**src/rtl/de_pipeline_ctrl.sv**
```systemverilog
// Hazard/sequencing controller for the decode/execute pipeline register.
// Optional load-use interlock is compiled in with `define LOAD_USE_STALL_EN.
module de_pipeline_ctrl #(
    parameter int BRANCH_PENALTY = 2,
    parameter int INT_CYCLES     = 2
) (
    input  logic       clk_i,
    input  logic       rst_n_i,
    input  logic [2:0] d_src1_i,
    input  logic [2:0] d_src2_i,
    input  logic       d_use1_i,
    input  logic       d_use2_i,
    input  logic       de_mr_i,
    input  logic       de_rw_i,
    input  logic [2:0] de_reg_dst_i,
    input  logic       ex_branch_taken_i,
    input  logic       int_req_i,
    input  logic       mem_busy_i,
    output logic       pc_write_o,
    output logic       fd_write_o,
    output logic       fd_flush_o,
    output logic       de_hold_o,
    output logic       de_flush_o,
    output logic [1:0] flash_num_o,
    output logic       int_ack_o,
    output logic [1:0] int_phase_o
);

    typedef enum logic [2:0] {RUN, STALL, FLUSH, INT, MEMWAIT} state_t;

    localparam logic [1:0] BP_M1    = 2'(BRANCH_PENALTY - 1);
    localparam logic [1:0] BP_M2    = 2'(BRANCH_PENALTY - 2);
    localparam logic [1:0] INT_LAST = 2'(INT_CYCLES - 1);

    state_t     state_q, state_d;
    logic [1:0] cnt_q, cnt_d;
    logic       load_use;

`ifdef LOAD_USE_STALL_EN
    assign load_use = de_mr_i & de_rw_i &
                      ((d_use1_i & (d_src1_i == de_reg_dst_i)) |
                       (d_use2_i & (d_src2_i == de_reg_dst_i)));
`else
    logic unused_hazard_inputs;
    assign unused_hazard_inputs = ^{d_src1_i, d_src2_i, d_use1_i, d_use2_i,
                                    de_mr_i, de_rw_i, de_reg_dst_i};
    assign load_use = 1'b0;
`endif

    always_ff @(posedge clk_i or negedge rst_n_i) begin
        if (!rst_n_i) begin
            state_q <= RUN;
            cnt_q   <= 2'd0;
        end else begin
            state_q <= state_d;
            cnt_q   <= cnt_d;
        end
    end

    logic       pc_w, fd_w, fd_f, hold, de_f, ack;
    logic [1:0] fnum, phase;

    always_comb begin
        state_d = state_q;
        cnt_d   = cnt_q;
        pc_w    = 1'b0;
        fd_w    = 1'b0;
        fd_f    = 1'b0;
        hold    = 1'b0;
        de_f    = 1'b0;
        ack     = 1'b0;
        fnum    = 2'd0;
        phase   = 2'd0;
        unique case (state_q)
            RUN: begin
                if (mem_busy_i) begin
                    hold    = 1'b1;
                    state_d = MEMWAIT;
                end else if (ex_branch_taken_i) begin
                    pc_w = 1'b1;
                    fd_w = 1'b1;
                    fd_f = 1'b1;
                    de_f = 1'b1;
                    fnum = BP_M1;
                    if (BRANCH_PENALTY > 1) begin
                        state_d = FLUSH;
                        cnt_d   = BP_M2;
                    end
                end else if (load_use) begin
                    de_f    = 1'b1;
                    state_d = STALL;
                end else if (int_req_i) begin
                    de_f    = 1'b1;
                    state_d = INT;
                    cnt_d   = 2'd0;
                end else begin
                    pc_w = 1'b1;
                    fd_w = 1'b1;
                end
            end
            STALL: begin
                pc_w    = 1'b1;
                fd_w    = 1'b1;
                state_d = RUN;
            end
            FLUSH: begin
                // A busy memory stage freezes the squash sequence in place.
                if (mem_busy_i) begin
                    hold = 1'b1;
                end else begin
                    pc_w = 1'b1;
                    fd_w = 1'b1;
                    fd_f = 1'b1;
                    de_f = 1'b1;
                    fnum = cnt_q;
                    if (cnt_q == 2'd0) state_d = RUN;
                    else               cnt_d   = cnt_q - 2'd1;
                end
            end
            INT: begin
                de_f  = 1'b1;
                phase = cnt_q;
                if (cnt_q == INT_LAST) begin
                    ack     = 1'b1;
                    pc_w    = 1'b1;
                    cnt_d   = 2'd0;
                    state_d = RUN;
                end else begin
                    cnt_d = cnt_q + 2'd1;
                end
            end
            MEMWAIT: begin
                if (mem_busy_i) begin
                    hold = 1'b1;
                end else begin
                    pc_w    = 1'b1;
                    fd_w    = 1'b1;
                    state_d = RUN;
                end
            end
            default: state_d = RUN;
        endcase
    end

    // Reset forces a safe bubble asynchronously, independent of the state register.
    always_comb begin
        if (!rst_n_i) begin
            pc_write_o  = 1'b0;
            fd_write_o  = 1'b0;
            fd_flush_o  = 1'b1;
            de_hold_o   = 1'b0;
            de_flush_o  = 1'b1;
            flash_num_o = 2'd0;
            int_ack_o   = 1'b0;
            int_phase_o = 2'd0;
        end else begin
            pc_write_o  = pc_w;
            fd_write_o  = fd_w;
            fd_flush_o  = fd_f;
            de_hold_o   = hold;
            de_flush_o  = de_f & ~hold;
            flash_num_o = fnum;
            int_ack_o   = ack;
            int_phase_o = phase;
        end
    end

endmodule

```
**config.mk**
```make
export PLATFORM = sky130hd
export DESIGN_NAME = de_pipeline_ctrl
export DESIGN_NICKNAME = d
export VERILOG_FILES = /design/src/rtl/de_pipeline_ctrl.sv
export SDC_FILE = /design/constraint.sdc
export NUM_CORES = 1
export LEC_CHECK = 0
export ABC_AREA = 1
export CAP_MARGIN = 20
export CORE_MARGIN = 5
export CORE_UTILIZATION = 33
export DETAILED_ROUTE_END_ITERATION = 8
export PLACE_DENSITY = 0.74
export SLEW_MARGIN = 20
export SYNTH_ARGS = -nofsm -noshare
export SYNTH_HDL_FRONTEND = slang
export SYNTH_SLANG_ARGS = --single-unit
```
**constraint.sdc**
```tcl
create_clock -name clk_i -period 1.23 [get_ports clk_i]
set_clock_uncertainty 0.1 [all_clocks]
set_input_delay 0.246 -clock clk_i [delete_from_list [all_inputs] [get_ports clk_i]]
set_output_delay 0.246 -clock clk_i [all_outputs]
set_load 0.02 [all_outputs]
```
# Yosys cells after proc, flatten, opt, wreduce, memory -nomap -nowiden
# Cells that the tools add are included.
[op_classes]
add_sub_neg = 2
eq_ne = 13
muxes = 45
bitwise = 2
reduce_logical = 7
[ops]
columns = ["op", "n"]
rows = [
  ["1-bit 2-to-1 mux", 21],
  ["3-bit 2-to-1 mux", 7],
  ["2-bit 2-to-1 mux", 10],
  ["2-bit inequality test (second input constant)", 6],
  ["3-bit one-hot mux with 4 select lines", 1],
  ["5-bit AND reduction", 2],
  ["3-bit by 2-bit equality test with 1-bit output (second input constant)", 2],
  ["1-bit one-hot mux with 3 select lines", 2],
  ["2-bit one-hot mux with 3 select lines", 1],
  ["4-bit inequality test (second input constant)", 1],
  ["1-bit one-hot mux with 4 select lines", 1],
  ["2-bit one-hot mux with 2 select lines", 1],
  ["3-bit by 1-bit equality test with 1-bit output (second input constant)", 1],
  ["3-bit equality test (second input constant)", 1],
  ["3-bit zero test", 1],
  ["3-bit inequality test (second input constant)", 1],
  ["3-bit nonzero test", 1],
  ["3-bit OR reduction", 1],
  ["2-bit by 1-bit adder with 2-bit output (second input constant)", 1],
  ["2-bit by 1-bit equality test with 1-bit output (second input constant)", 1],
  ["2-bit zero test", 1],
  ["1-bit one-hot mux with 2 select lines", 1],
  ["2-bit OR reduction", 1],
  ["2-bit by 1-bit subtractor with 2-bit output (second input constant)", 1],
  ["other kinds (2)", 2],
]
[word_totals]
reg_bits = 5
in_bits = 18
output_inout_bits = 10
elab_cells = 71

# Longest topological paths before layout
[logic_depth]
word_depth = 6
mapped_depth = 9
depth_no_buf = 9

# Worst setup path after synthesis
# Ideal clock, no wire load.
[synth_timing]
path_type = "register to output"
startpoint = "register state_q[2]"
endpoint = "output flash_num_o[1]"
arrival_ns = 1.256
setup_slack_ns = -0.372
stages_incl_launch_ff = 6
cell_sequence = "dfrtp_1 -> inv_1 -> nand2_2 -> inv_1 -> nand3_1 -> nor3_1"
[synth_via]
elab_chain_cells = 3
[synth_lines]
columns = ["item", "line_no", "rtl"]
rows = [
  ["from (decl)", "35", "state_t state_q, state_d;"],
  ["from (signal assigned)", "55", "state_q <= state_d;"],
  ["3-bit by 2-bit equality test with 1-bit output / 3-bit zero test (equally long branches)", "74", "unique case (state_q)"],
  ["2-bit one-hot mux with 2 select lines (*)", "74", ""],
  ["2-bit 2-to-1 mux (*)", "147", "if (!rst_n_i) begin"],
  ["to (decl)", "24", "output logic [1:0] flash_num_o,"],
]
# Mark *: on every way between the ends. The rest lies on a longest branch, timed or not.

# Worst setup path in the final report
[layout_timing]
startpoint = "register state_q[2]"
endpoint = "register state_q[1]"
[layout_via]
elab_chain_cells = 3
[layout_lines]
columns = ["item", "line_no"]
rows = [
  ["3-bit by 2-bit equality test with 1-bit output, or another cell as far along", "74"],
  ["2-bit inequality test (no line) / 4-bit inequality test (equally long branches)", "n/a"],
  ["5-bit AND reduction (no line)", "n/a"],
]
# Several ways; a longest one is shown, not always the timed one.
# A chain may end at the register's enable or synchronous reset.

==> qor.txt <==
Final setup fails -> 15
Crit path from -> state_q[2]$_DFFE_PN0P_
1st-iter DRT viols -> 28
Final net count -> 158
Final WS setup -> -534 ps
Std cell rows -> 14
Crit-path max FO -> 3
Synth Area in Compound Gates -> 10.6%
Drt wl/cell -> 13.8 um
Total of max-cap violations -> 0
Post-Synth Simple-Gate Area -> 47.3%
Yosys reg bits -> 5
Num CTS Buffers -> 3
Fmax -> 567 MHz
Antenna diode count -> 0
Final HPWL DP -> 1.27 mm
Final setup TNS -> -6560 ps
Final period utilization -> 143%
Die width -> 48.7 um
All-layer global routing usage -> 16.9%
R2R cell count -> 12
Power per cell area -> 2340 nW/um^2
Initial core utilization -> 33.6%
Register clock-pin slew on the reported worst setup and hold paths -> 40 ps
Leading cell types in the layout, fill and taps excluded -> buf_4 (37), nand2_1 (15), nand2_2 (9), buf_6 (9), inv_2 (6)
Vias per cell -> 5.16
Placed insts -> 132
Area grow syn2layout -> 131%
Chip Height -> 48.7 um
Io pins -> 28
Routed Antenna Nets -> 0
Port Buffers -> 14
Outcome -> finished with violations
Grt total ovfl -> 0
Worst setup EP type -> register
Drt drc -> 0
Synth warn -> 0
RSZ-0062 raised after global routing -> yes
Synth Area in XOR/XNOR -> 0%
Vias in the first global route -> 812
Failing checks -> setup timing
Routability cong. -> 0.858
Reg-to-Reg Start -> state_q[2]$_DFFE_PN0P_
Hold_buf cts -> 0
Commonest non-fill, non-tap cell in the layout -> buf_4
Clock Latency Late Sink -> 240 ps
Core area -> 1470 um^2
Post-synthesis mux area share -> 0%
VDD IR max -> 0.00188 V
CP startpoint kind -> register
CTS HTree Levels -> 1
CTS tree -> built
Slew HR -> 86.0%
Kind of critical path -> register to register
Via count -> 784
Avg Cell Area, Syn -> 6.18 um^2
First-pass GRT wire length -> 3.23 mm
Register area share after synthesis -> 25.3%
Synth unique cells -> 18
Clock Path Buffers -> 2
Fin. Hold Viols -> 0
Slew Viols, Final -> 0
DRT Wirelength -> 2.10 mm
Drt pass-1 iters -> 4
Overall die area -> 2370 um^2
Layout cells sized above 1 -> 69.1%
Worst Path Arrival -> 1780 ps
Leakage power -> 0.595 nW
Cells after Synth -> 80
Largest net degree at the start of global routing -> 8
Post-Syn Nets -> 101
Adder-cell share of the synthesized area -> 7.59%
Hold WC Path Type -> input port to async pin
Data required, critical path -> 1240 ps
Synthesized cell area -> 494 um^2
Worst Tran Pin Value -> 208 ps
Final cell count without fillers -> 152
Initial antenna violation count -> 0
Root Driver -> clkbuf_4
CTS Sinks -> 5
Final worst path period need -> 1760 ps
Main combinational cell family by area after synthesis -> simple AND/OR/NAND/NOR gates
[cells by family after synthesis]
logic type,Yosys count
and+or+nand+nor,52
buffers and inverters,12
AOI/OAI and AO/OA,8
DFF,5
adders and majority gates,3
[path summary, 6_finish.rpt]
| kind | endpoint | slack, ps |
|---|---|---|
| max | state_q[1]$_DFFE_PN0P_ | -530 |
| min | cnt_q[1]$_DFFE_PN0P_ | 10 |
| max reg2reg | state_q[1]$_DFFE_PN0P_ | -530 |
| min reg2reg | cnt_q[1]$_DFFE_PN0P_ | 490 |
| max in group asynchronous | state_q[1]$_DFFE_PN0P_ | 880 |
| min in group clk_i | state_q[0]$_DFFE_PN0P_ | 310 |
[report_power, final]
| group | total (mW) | switching, mW | internal, mW |
|---|---|---|---|
| Clock | 0.184 | 0.0621 | 0.122 |
| Combinational | 2.15 | 1.05 | 1.10 |
| Sequential | 0.339 | 0.0988 | 0.240 |
[layer usage]
metal  global-route usage, %  wire length, um  vias up
met5                       0                0        -
met4                    11.7               56        0
met2                    29.8             1020       39
met1                    17.8              876      368
li1                        -                -      371
met3                    2.76              143        6
[worst max-delay path: stages, from the launching register on]
cell	delay (ps)
dfrtp_1	400
buf_4	160
nand2_2	70
nand2_2	70
buf_4	130
buf_4	120
buf_4	120
buf_4	120
buf_4	120
nand2_1	60
nand3_1	70
nand2_1	60
nand2_1	60
[state kept, by name, indices dropped and copies added, names as in the netlist]
signal / cells
cnt_q: 2
state_q: 3
[Yosys cell counts, drive strengths merged]
cell	n	area share, %
dfrtp	5	25
a21oi	3	5.3
nand3	7	7.1
inv	12	9.1
nand2	24	19
nor3	4	4.1
or2	1	1.3
nor2	13	12
o22ai	1	1.3
ha	3	7.6
o21ai	4	4.0
nand4	3	3.8
[final cells by class]
type / count / area, um^2
clock buffer: 4 / 26.3
fill: 99 / 329
tap: 16 / 20.0
timing repair buffer: 52 / 448
multi-input combinational: 63 / 464
sequential: 5 / 128
inverter: 12 / 56.3
[repair_timing]
| action | 4_1_cts | 5_1_grt |
|---|---|---|
| pin swaps | 20 | 9 |
| endpoints found under the setup margin | 14 | 15 |
| buffers inserted | 15 | 3 |
| resized for setup | 79 | 11 |
[metrics by stage]
| step | setup WS (ps) | hold WS [ps] | utilization [%] | total power [mW] | cell area [um^2] |
|---|---|---|---|---|---|
| after floorplan | -201 | -150 | - | 1.12 | 569 |
| after global placement | -990 | 454 | 60.8 | 1.70 | 895 |
| after detailed placement | -985 | 464 | 60.8 | 1.74 | 895 |
| after CTS | -525 | 9.09 | 74.7 | 2.44 | 1100 |
| after global routing | -582 | 11.0 | 77.6 | 2.84 | 1140 |
| final | -534 | 14.8 | 77.6 | 2.67 | 1140 |
No activity file was read; power rests on OpenSTA's default activity.
